**src/rtl/pwm_demod.sv**
```systemverilog
// rtl/pwm_demod.sv - PWM frame decoder: measures period and high time between rising edges, flags stalled input.
module pwm_demod #(
    parameter int CNT_W = 10
) (
    input  logic             clk,
    input  logic             rst,
    input  logic             ena,
    input  logic             pwm_in,
    output logic             sample_valid,
    output logic [CNT_W-1:0] period_cnt,
    output logic [CNT_W-1:0] high_cnt,
    output logic             overflow,
    output logic             dc_level
);

    localparam logic [CNT_W-1:0] MAX = '1;
    localparam logic [CNT_W-1:0] ONE = CNT_W'(1);

    typedef enum logic {IDLE, MEASURE} state_t;

    state_t           state, state_nxt;
    logic             s1, s2, prev;
    logic             rise;
    logic [CNT_W-1:0] per_acc, hi_acc;
    logic [CNT_W-1:0] per_nxt, hi_nxt;
    logic             emit, emit_ov;

    // Synchronizer keeps running while disabled so rise is never stale on re-enable.
    always_ff @(posedge clk) begin
        if (rst) begin
            s1   <= 1'b0;
            s2   <= 1'b0;
            prev <= 1'b0;
        end else begin
            s1   <= pwm_in;
            s2   <= s1;
            prev <= s2;
        end
    end

    assign rise = s2 & ~prev;

    always_comb begin
        state_nxt = state;
        per_nxt   = per_acc;
        hi_nxt    = hi_acc;
        emit      = 1'b0;
        emit_ov   = 1'b0;
        if (!ena) begin
            state_nxt = IDLE;
            per_nxt   = '0;
            hi_nxt    = '0;
        end else begin
            case (state)
                IDLE: begin
                    if (rise) begin
                        state_nxt = MEASURE;
                        per_nxt   = ONE;
                        hi_nxt    = ONE;
                    end
                end
                MEASURE: begin
                    // A rise on the saturating cycle still closes a normal frame.
                    if (rise) begin
                        emit    = 1'b1;
                        per_nxt = ONE;
                        hi_nxt  = ONE;
                    end else if (per_acc == MAX) begin
                        emit      = 1'b1;
                        emit_ov   = 1'b1;
                        state_nxt = IDLE;
                    end else begin
                        per_nxt = per_acc + ONE;
                        if (s2 && (hi_acc != MAX))
                            hi_nxt = hi_acc + ONE;
                    end
                end
                default: state_nxt = IDLE;
            endcase
        end
    end

    always_ff @(posedge clk) begin
        if (rst) begin
            state        <= IDLE;
            per_acc      <= '0;
            hi_acc       <= '0;
            sample_valid <= 1'b0;
            period_cnt   <= '0;
            high_cnt     <= '0;
            overflow     <= 1'b0;
            dc_level     <= 1'b0;
        end else begin
            state        <= state_nxt;
            per_acc      <= per_nxt;
            hi_acc       <= hi_nxt;
            sample_valid <= emit;
            if (emit) begin
                period_cnt <= per_acc;
                high_cnt   <= hi_acc;
                overflow   <= emit_ov;
                dc_level   <= emit_ov & s2;
            end
        end
    end

endmodule
```
**config.mk**
```make
export PLATFORM = sky130hd
export DESIGN_NAME = pwm_demod
export DESIGN_NICKNAME = d
export VERILOG_FILES = /design/src/rtl/pwm_demod.sv
export SDC_FILE = /design/constraint.sdc
export NUM_CORES = 1
export LEC_CHECK = 0
export BUFFER_PORTS_ARGS = -buffer_cell sky130_fd_sc_hd__buf_2
export CAP_MARGIN = 20
export CORE_MARGIN = 5
export CORE_UTILIZATION = 40
export CTS_BUF_LIST = sky130_fd_sc_hd__clkbuf_16
export DETAILED_ROUTE_END_ITERATION = 6
export RECOVER_POWER = 100
export SLEW_MARGIN = 15
export SYNTH_ARGS = -nofsm -noshare
export SYNTH_HDL_FRONTEND = slang
export SYNTH_SLANG_ARGS = --single-unit
```
**constraint.sdc**
```tcl
create_clock -name clk -period 2.3 [get_ports clk]
set_input_delay 0.69 -clock clk [delete_from_list [all_inputs] [get_ports clk]]
set_output_delay 0.69 -clock clk [all_outputs]
set_load 0.05 [all_outputs]
```
# --- Yosys cells after proc, flatten, opt, wreduce, memory -nomap -nowiden ---
# Index checks and enable logic that the tools add are counted.
# W data, S select, Z words.
totals:
  ff_bits: 47
  latchBits: 0
  ramBits: 0
  romBits: 0
  inputBits: 4
  output_inout_bits: 23
  word_cells: 46
  memories: 0
classes:
  add_sub_neg: 2
  n_mul: 0
  div: 0
  magnitude_cmp: 0
  eq_ne: 5
  shifts: 0
  n_mux: 19
  bitwise: 5
  n_reduce_logical: 4
op_table:
  columns: ["cell", "count"]
  rows:
  - ["$mux W10", 6]
  - ["$pmux W10 S2", 2]
  - ["$add A10 B1 Y10 const B", 2]
  - ["$eq A10 B10 Y1 const B", 1]
  - ["$mux W1", 10]
  - ["$ne A10 B10 Y1 const B", 1]
  - ["$ne A3 B1 Y1 const B", 1]
  - ["$ne A3 B3 Y1 const B", 1]
  - ["$not A1 Y1", 3]
  - ["$reduce_and A3 Y1", 1]
  - ["$and A1 B1 Y1", 2]
  - ["$ne A2 B2 Y1 const B", 1]
  - ["$pmux W1 S2", 1]
  - ["$reduce_and A2 Y1", 1]
  - ["$reduce_or A2 Y1", 1]
  - ["$logic_and A1 B1 Y1", 1]

# --- Logic depth before layout (Yosys ltp) ---
depth:
  depth_word: 6
  mapped_depth: 7
  depth_no_buf: 5

# --- Worst setup path before layout ---
# OpenSTA, ideal clock, no wires.
synth_path:
  kind: "input -> register"
  start: "input rst"
  end: "register per_acc[4]"
  setup_ns: 0.117
  arrival_ns: 1.597
  required_ns: 2.183
  slack_ns: 0.586
  cell_stages: 5
  n_path_buf: 2
  cell_sequence: "clkbuf_1 nand2b_1 nand2b_1 buf_2 nor2_1"
synth_between:
  elab_chain_len: 1
synth_rtl:
  columns: ["element", "line_no", "source"]
  rows:
  - ["from (decl)", "6", "input logic rst,"]
  - ["$reduce_or A2 Y1 (no source line)", null, null]
  - ["to (signal assigned)", "95", "per_acc <= per_nxt;"]
  - ["to (decl)", "24", "logic [CNT_W-1:0] per_acc, hi_acc;"]
# No other way between the ends.
# A chain may end at the register's enable or synchronous reset.

# --- Worst setup path after layout ---
layout_path:
  start: "register per_acc[0]"
  end: "register per_acc[7]"
layout_between:
  elab_chain_len: 4
  word_cells_on_any_way: 7
  cone_classes: "add/sub: 1; eq/ne: 2; mux: 3; reduce/logical: 1"
layout_rtl:
  columns: ["element", "line_no", "source"]
  rows:
  - ["$add A10 B1 Y10", "73", "per_nxt = per_acc + ONE;"]
  - ["$mux W10", "68", "end else if (per_acc == MAX) begin"]
  - ["$mux W10", "64", "if (rise) begin"]
  - ["$pmux W10 S2", "54", "case (state)"]
# Several ways; a longest one is shown, not always the timed one. The select of a mux whose other input is x is not followed.

==> results.txt <==
----------------------------------------------------
[Logic synthesis]
  Sequential element share of the synthesized area ... between 40 and 50%
  Post-synth net total ... approximately 260
  Most numerous cell in the Yosys netlist ... dfxtp_1
  Synthesized netlist cell count ... 251
  Ys async rst share ... 0%
  Number of flops mapped to enable cells by yosys ... 0
  Synthesized area divided by synthesized cell count ... between 8 and 9 µm²
  Ys flop type ... dfxtp_1
  Post-synth design cell area ... about 0.0021 mm²
  Cell types occupying the most area after synthesis ... dfxtp_1 (44%), a21oi_1 (9.1%), nand3_1 (6.3%)
  Count of yosys warnings during synthesis ... 0
  Post-synth top area share ... between 40 and 50%
  Distinct cells, synth ... 40
  #FFs+latches synth ... 47
  Commonest cells in the synthesized netlist ... dfxtp_1 (47), a21oi_1 (39), nand3_1 (27)
  Cell type with the highest aggregate area in the netlist ... dfxtp_1

[Critical path]
  Critical register-to-register path startpoint ... per_acc[0]$_SDFFE_PP0P_
  Critical setup path kind ... reg -> reg
  Timing startpoint of the critical path ... per_acc[0]$_SDFFE_PP0P_
  Setup slack, reg-to-reg ... ~310 ps
  Crit Path Max Fanout ... 16
  Worst reg-to-reg path cell count ... 6
  Worst path arrival time ... around 2100 ps
  Critical register-to-register path endpoint ... per_acc[7]$_SDFFE_PP0P_
  Worst setup EP type ... flop
  Worst Setup Start Kind ... flop
  Worst EP required ... about 2500 ps

[GRT]
  Largest net degree at the start of global routing ... 27
  Initial antenna violation count ... 0
  GRT Total Usage ... approximately 15%
  First-pass GRT wire length ... about 8400 µm
  Congestion Overflow GR ... 0
  Via count of the first global-routing pass ... roughly 1,800

[STA]
  RSZ-0062 raised after global routing ... no
  Min Clock Period, post-route ... 1990 ps
  Portion of the clock cycle consumed by the worst path in the final layout ... ~86%
  Worst Max-Slew Pin Slew ... 1200 ps
  Headroom to the max-slew limit ... between 20% and 30%
  Upper clock frequency limit ... around 500 MHz
  Finish-stage setup viols ... 0
  Max Transition Viols Final ... 0
  Worst-case clock skew ... 5.52 ps
  Setup TNS ... 0 ps
  Final hold violation count ... 0

[Finish]
  Layout Area Growth over Synthesis ... 13.1%
  Final instance area ... 0.00243 mm²
  Layout cell share with drive strength beyond 1 ... between 8 and 9%
  Layout net count ... roughly 280
  Util after Layout ... approximately 47%
  Cell Count, Final, Fillers Out ... 346
  Count of inserted antenna diode cells ... 0

[Route]
  Met2 layer wire length in the routed design ... around 2100 µm
  Uppermost layer routed ... met4
  Via/cell ratio ... ~5.5
  DR DRC count ... 0
  Remaining antenna violation count after routing ... 0
  Met3 routed wirelength ... roughly 230 µm
  Number of optimization iterations in the first detailed-route pass ... 4
  Detailed Route Iter0 Violations ... around 100
  Routed wirelength normalized by instance count ... ~14 µm
  Vias ... ~1,900
  Met1 WL ... 2630 µm
  Routed wire length ... 5000 µm

[Floorplan]
  Area enclosed by the die boundary ... just under 0.007 mm²
  Y dimension of the die ... ~83 µm
  IO Count ... 27
  Die extent in x ... about 83 µm
  Effective utilization at floorplan ... between 40 and 50%
  Core Rows ... 26
  Std-Cell Core Area ... around 0.0052 mm²

[Clocking]
  Number of buffers created by CTS ... 5
  Max Buffers Root-to-Sink ... 2
  Number of clock sinks ... 47
  Clock tree from TritonCTS ... built
  Number of hold buffers added after CTS ... 0
  CTS H-Tree Depth ... 2
  Clock root buffer ... clkbuf_16
  Post-CTS setup buffers ... 0
  Post_cts resized ... 0
  Clock edge transition at the registers on the reported setup and hold paths ... ~60 ps
  Clock latency at the later pin of the worst-skew pair ... ~280 ps

[Placement]
  Count of placed standard cells including taps ... approximately 340
  Count of input and output buffers ... 26
  Placer congestion estimate ... 0.820
  Instance area at placement ... roughly 0.0023 mm²
  Estimated wirelength of the detail-placed design ... 3530 µm

[Pwr]
  Leakage ... between 0.7 and 0.8 nW
  Overall power after layout ... 1.56 mW
  Total power divided by cell area ... between 600 and 700 mW/mm²
  Worst vdd rail ir drop ... between 0.3 and 0.4 mV

[Worst hold path]
  Worst hold stages ... 1
  Start point of the worst hold path ... s1$_SDFF_PP0_
  Capture endpoint of the worst hold path ... s2$_SDFF_PP0_
  Worst min path class ... reg -> reg

[Status]
  Result of the run ... finished, final reports clean

[Run]
  Total of max-cap violations ... 0

----------------------------------------------------
[worst max-delay path: stages (launching register included)]
cell and delay (ps):
dfxtp_1 440, ha_1 260, nand4_2 210, o31ai_4 520, buf_4 260, or4_1 110, a21oi_1 60
[worst max-delay path by stage]
| stage | endpoint | depth (start not counted) |
|---|---|---|
| final | per_acc[7]$_SDFFE_PP0P_ | 6 |
| after global routing | high_cnt[5]$_SDFFE_PP0P_ | 6 |
| after CTS | per_acc[7]$_SDFFE_PP0P_ | 6 |
| after detailed placement | per_acc[7]$_SDFFE_PP0P_ | 6 |
| after global placement | per_acc[6]$_SDFFE_PP0P_ | 6 |
| after floorplan | per_acc[4]$_SDFFE_PP0P_ | 5 |
[cell type report]
type	count	area, µm²
Sequential cell	47	941
Fill cell	550	2750
Clock buffer	5	125
Tap cell	70	87.6
Inverter	5	18.8
Timing Repair Buffer	35	158
Clock inverter	3	11.3
Multi-Input combinational cell	181	1090
[state kept, by name, summed over array words and instances, names as in the netlist]
register      count
dc_level          1
hi_acc           10
high_cnt         10
overflow          1
per_acc          10
period_cnt       10
prev              1
s1                1
s2                1
sample_valid      1
state             1
[logic make-up after synthesis]
| logic type | synth area share (%) |
|---|---|
| buf+inv | 5.19 |
| fa+ha+maj | 1.17 |
| xor+xnor | 0.816 |
| compound gates | 23.6 |
| flops | 43.8 |
| mux | 1.40 |
| simple gates | 24.0 |
[where the power goes]
part	total, mW	leakage [nW]	internal [mW]	switching (mW)
Sequential	0.823	0.379	0.817	0.00566
Clock	0.680	0.0701	0.391	0.289
Combinational	0.0521	0.289	0.0150	0.0371
[stage by stage]
step           hold WS (ps)  setup slack, ps
6_report                442              311
5_1_grt                 484              101
4_1_cts                 447              278
3_5_place_dp            429              301
3_3_place_gp            419              331
2_1_floorplan           414              586
[routing by layer]
metal	GRT usage, %	vias to the layer above
met5	0	-
met4	5.20	0
met3	3.96	5
met2	22.0	39
met1	20.2	868
li1	-	989
[layout by cell type (no fill, tap or decap), types with 2 or more instances in the layout]
master     count
nand2_1       14
a31oi_1        2
nand4_1        7
ha_1           2
xnor2_1        2
nand4_2        2
inv_1          5
buf_2          3
mux2i_1        3
nor2_1         4
dfxtp_1       47
nor3_1         3
o21ai_1        7
o31ai_1        5
and4_1         4
clkbuf_1      26
a21oi_1       39
nand3_1       28
or4_1          3
nand2b_1       4
a211oi_1       2
o21ai_0       21
clkinv_1       2
buf_4          6
or3_1         10
clkbuf_16      5
nor2b_1        4
Note: power is estimated with default switching activity, not from simulation.
